==> src/rtl/bayer_window_seq.sv <==
// rtl/bayer_window_seq.sv - sequences 2x2 Bayer windows from a raster pixel stream
module bayer_window_seq #(
  parameter int WIDTH   = 8,
  parameter int HEIGHT  = 8,
  parameter bit ROW_OFS = 1'b0,
  parameter bit COL_OFS = 1'b0
) (
  input  logic       clk,
  input  logic       n_rst,
  input  logic       start,
  input  logic       in_valid,
  output logic       in_ready,
  input  logic [7:0] in_pixel,
  output logic [7:0] wb_1,
  output logic [7:0] wb_2,
  output logic [7:0] wb_3,
  output logic [7:0] wb_4,
  output logic       row,
  output logic       col,
  output logic       out_valid,
  input  logic       out_ready,
  output logic       busy,
  output logic       frame_done
);

  localparam int CW = $clog2(WIDTH);
  localparam int RW = $clog2(HEIGHT);

  typedef enum logic [1:0] {IDLE, ROW0, STREAM, FLUSH} state_t;

  state_t        state;
  logic [CW-1:0] c;
  logic [RW-1:0] r;

  // line_buf[k] holds the most recent sample seen at column k (previous row
  // ahead of c, current row behind it); left_pix is P(r,c-1) and top_left
  // is P(r-1,c-1), captured before its line_buf slot was overwritten.
  logic [7:0] line_buf [WIDTH];
  logic [7:0] left_pix;
  logic [7:0] top_left;

  logic accept;
  logic last_col;
  logic last_row;
  logic load;

  assign in_ready = (state == ROW0) || (state == STREAM && (!out_valid || out_ready));
  assign accept   = in_valid && in_ready;
  assign last_col = (c == CW'(WIDTH - 1));
  assign last_row = (r == RW'(HEIGHT - 1));
  assign load     = (state == STREAM) && accept && (c != '0);
  assign busy     = (state != IDLE);

  // Line buffer and neighbour capture, updated only on an accepted pixel
  always_ff @(posedge clk) begin
    if (accept) begin
      line_buf[c] <= in_pixel;
      left_pix    <= in_pixel;
      top_left    <= line_buf[c];
    end
  end

  // Frame FSM, raster counters and registered window outputs
  always_ff @(posedge clk or negedge n_rst) begin
    if (!n_rst) begin
      state      <= IDLE;
      c          <= '0;
      r          <= '0;
      wb_1       <= '0;
      wb_2       <= '0;
      wb_3       <= '0;
      wb_4       <= '0;
      row        <= 1'b0;
      col        <= 1'b0;
      out_valid  <= 1'b0;
      frame_done <= 1'b0;
    end else begin
      frame_done <= 1'b0;

      if (out_valid && out_ready) begin
        out_valid <= 1'b0;
      end

      if (load) begin
        wb_1      <= top_left;
        wb_2      <= line_buf[c];
        wb_3      <= left_pix;
        wb_4      <= in_pixel;
        row       <= ~r[0] ^ ROW_OFS;
        col       <= ~c[0] ^ COL_OFS;
        out_valid <= 1'b1;
      end

      if (accept) begin
        if (last_col) begin
          c <= '0;
          r <= last_row ? '0 : r + 1'b1;
        end else begin
          c <= c + 1'b1;
        end
      end

      case (state)
        IDLE: begin
          // a start coinciding with the end-of-frame pulse is dropped
          if (start && !frame_done) begin
            state <= ROW0;
            c     <= '0;
            r     <= '0;
          end
        end
        ROW0: begin
          if (accept && last_col) begin
            state <= STREAM;
          end
        end
        STREAM: begin
          if (accept && last_col && last_row) begin
            state <= FLUSH;
          end
        end
        FLUSH: begin
          if (out_valid && out_ready) begin
            frame_done <= 1'b1;
            state      <= IDLE;
          end
        end
        default: state <= IDLE;
      endcase
    end
  end

endmodule
==> config.mk <==
export PLATFORM = sky130hd
export DESIGN_NAME = bayer_window_seq
export DESIGN_NICKNAME = d
export VERILOG_FILES = /design/src/rtl/bayer_window_seq.sv
export SDC_FILE = /design/constraint.sdc
export NUM_CORES = 1
export LEC_CHECK = 0
export ABC_CLOCK_PERIOD_IN_PS = 2700
export BUFFER_PORTS_ARGS = -buffer_cell sky130_fd_sc_hd__buf_2
export CAP_MARGIN = 20
export CORE_MARGIN = 2
export CORE_UTILIZATION = 40
export CTS_BUF_LIST = sky130_fd_sc_hd__clkbuf_4 sky130_fd_sc_hd__clkbuf_8
export DETAILED_ROUTE_END_ITERATION = 7
export REMOVE_ABC_BUFFERS = 1
export SYNTH_ARGS = -nofsm -noshare
export SYNTH_HDL_FRONTEND = slang
export SYNTH_SLANG_ARGS = --single-unit
==> constraint.sdc <==
create_clock -name clk -period 2.7 [get_ports clk]
set_clock_uncertainty 0.15 [all_clocks]
set_input_delay 0.54 -clock clk [delete_from_list [all_inputs] [get_ports clk]]
set_output_delay 0.54 -clock clk [all_outputs]
set_load 0.1 [all_outputs]
==> impl_results.rst <==
.. list-table::
   :header-rows: 1

   * - Metric
     - Value
   * - Run status
     - completed
   * - Worst hold-check path type
     - in -> reg
   * - Final standard cell count with taps included and fillers excluded
     - 611
   * - TritonCTS clock tree
     - done
   * - Total standard cell area after synthesis
     - 0.00496 sq mm
   * - Fin util
     - 48.6%
   * - Final Hold Violating Endpoints
     - 0
   * - Clock buffer depth
     - 2
   * - Final worst-path cycle share
     - 95.3%
   * - Maximum level of the CTS H-tree
     - 4
   * - Final Max Tran Viols
     - 0
   * - Number of sinks handled by clock tree synthesis
     - 124
   * - RSZ-0062 raised after global routing
     - false
   * - Number of failing setup endpoints in the final timing report
     - 0
   * - Top cell type by total area after synthesis
     - edfxtp_1
   * - Number of enable-type register cells in the synthesized netlist
     - 80
   * - Starting Density
     - 41.1%
   * - Via count
     - 2,987
   * - Crit path time final
     - 2.57 ns
   * - Data arrival time of the critical path
     - 1.88 ns
   * - Number of antenna violations at the first check in global routing
     - 0
   * - Number of maximum-capacitance constraint violations
     - 0
   * - Global-route wire length before repair
     - 16,100 um
   * - Clock latency at the later pin of the worst-skew pair
     - 0.43 ns
   * - Wire length after detailed routing
     - 9980 um
   * - PortBufs
     - 50
   * - Core area
     - 0.0121 sq mm
   * - Routed vias/inst
     - 4.89
   * - Mean cell area of the mapped netlist
     - 13.5 sq um
   * - Cell variety after synth
     - 43
   * - Hold WS
     - 0.218 ns
   * - Synth async-reset ratio
     - 35.5%
   * - Overflow left after global routing
     - 0
   * - All-layer global routing usage
     - 16.4%
   * - Total of warnings raised by yosys
     - 0
   * - Type of element capturing the critical path
     - output pin
   * - Worst-path fanout max
     - 8
   * - Detail Placement HPWL
     - 6770 um
   * - Area growth, synth to finish
     - 18.2%
   * - Number of antenna-violating nets in the routed design
     - 0
   * - Leading post-synthesis cells by instance count
     - 87 x nand2_1, 80 x edfxtp_1, 44 x dfrtp_1
   * - Number of placed cells counting well taps
     - 578
   * - Clock root buffer master
     - clkbuf_8
   * - Peak Freq
     - 389 MHz
   * - Diodes inserted
     - 0
   * - Critical path class
     - reg -> out
   * - Final routed wire length divided by cell count
     - 16.3 um
   * - Post-synthesis sequential area ratio
     - 70.7%
   * - IO Pins
     - 51
   * - Layout cells sized above 1
     - 24.6%
   * - Leading post-synthesis cells by cell area
     - edfxtp_1 48%, dfrtp_1 22%, nand2_1 6.6%
   * - Floorplan die width
     - 115 um
   * - Die outline area
     - 0.0133 sq mm
   * - Largest net degree at the start of global routing
     - 36
   * - DR pass1 iterations
     - 5
   * - Area share of the largest cell type after synthesis
     - 48.5%
   * - Dominant register cell in the synthesized netlist
     - edfxtp_1
   * - First-iteration detailed-routing DRC count
     - 259
   * - Leading cell type by number of instances after synthesis
     - nand2_1
   * - Critical Path RT
     - 2.01 ns
   * - Setup TNS
     - 0 ns
   * - Flip-flop and latch count after synthesis
     - 124
   * - Placer Congestion
     - 0.770
   * - Clock transition at path regs
     - 0.06 ns
   * - Sort of element at the start of the critical path
     - register
   * - Post-detailed-route DRC marker count
     - 0
   * - Y dimension of the die
     - 115 um
   * - Clock buffer count from CTS
     - 17
   * - Cell row count
     - 40
   * - Count of nets after finishing
     - 454
   * - Remaining max-slew budget at the tightest pin
     - 52.3%
   * - Actual transition at the worst max-transition pin
     - 0.712 ns
   * - Vias in the first global route
     - 2,980
   * - Post-synthesis instance total
     - 367
[layout make-up]
type | count | area, sq um
inverters | 9 | 35.0
fillers | 1070 | 6200
flip-flops and latches | 124 | 3500
repair buffers | 62 | 358
well taps | 168 | 210
multi-input cells | 217 | 1340
clock inverters | 10 | 148
clock buffers | 21 | 264
[layout by cell type (no fill, tap or decap), drive strengths merged, types with 2 or more instances in the layout]
cell     count
a22o         3
nand2b       5
buf         61
o211ai       3
mux2        13
nor2b        5
mux2i       10
a22oi        7
bufinv       4
nor4b        3
a211oi       2
nor2        15
o2111ai      2
edfxtp      80
clkinv       7
a21oi        9
a211o        2
nand4        2
o21ai       10
o22ai        3
clkbuf      21
nand3b       2
nand2       87
ha          10
a31oi        6
inv          8
nand3        5
dfrtp       44
[state kept, by name, indices dropped and copies added, names as in the netlist]
register	flops
line_buf	64
wb_3	8
frame_done	1
wb_2	8
wb_4	8
c	3
wb_1	8
col	1
top_left	8
left_pix	8
row	1
state	2
r	3
out_valid	1
[critical path, cell delays in order, from the launching register on]
cell and delay [ns]:
dfrtp_1 0.38, inv_1 0.10, ha_1 0.31, a21oi_4 0.25, clkinv_2 0.15, buf_4 0.26
[path summary, 6_finish.rpt]
path,endpoint,slack [ns],start,depth (start not counted)
hold reg to reg,wb_3[1]$_DFFE_PN0P_,0.28,left_pix[1]$_DFFE_PN_,2
min in group asynchronous,r[1]$_DFF_PN0_,0.51,n_rst,2
max in group asynchronous,wb_4[4]$_DFFE_PN0P_,1.27,n_rst,3
hold / removal,frame_done$_DFF_PN0_,0.22,out_ready,2
setup / recovery,in_ready,0.13,state[0]$_DFFE_PN0P_,5
setup reg to reg,line_buf[3][6]$_DFFE_PP_,0.28,state[0]$_DFFE_PN0P_,6
[what timing repair did]
action / CTS / global route
setup endpoints to repair: 1 / 1
hold buffers: 1 / 0
resized for setup: 2 / 1
pin swaps: 0 / 1
setup buffers: 0 / 1
endpoints found under the hold margin: 26 / 0
[metal layers]
layer | track usage (%) | wire [um]
met5 | 0 | 0
met4 | 6.59 | 157
met3 | 5.17 | 538
met2 | 23.6 | 4540
met1 | 23.2 | 4740
[stage by stage]
step	setup slack [ns]	cell area, sq um
floorplan	-0.609	4860
global placement	0.201	5420
detailed placement	0.162	5420
CTS	0.000536	5840
global route	0.00361	5860
finish	0.127	5860
[cells by family (layout without fill, tap and decap cells)]
| kind of cell | count (synthesis) | after routing | synth area share (%) |
|---|---|---|---|
| simple gates | 128 | 128 | 11.2 |
| flops | 124 | 124 | 70.7 |
| fa+ha+maj | 10 | 10 | 2.52 |
| buf+inv | 26 | 102 | 2.52 |
| compound gates | 55 | 55 | 7.60 |
| mux | 24 | 24 | 5.50 |
Power is not shown: default switching activity piles up to over one toggle a cycle in this logic, so the estimate is an artifact.
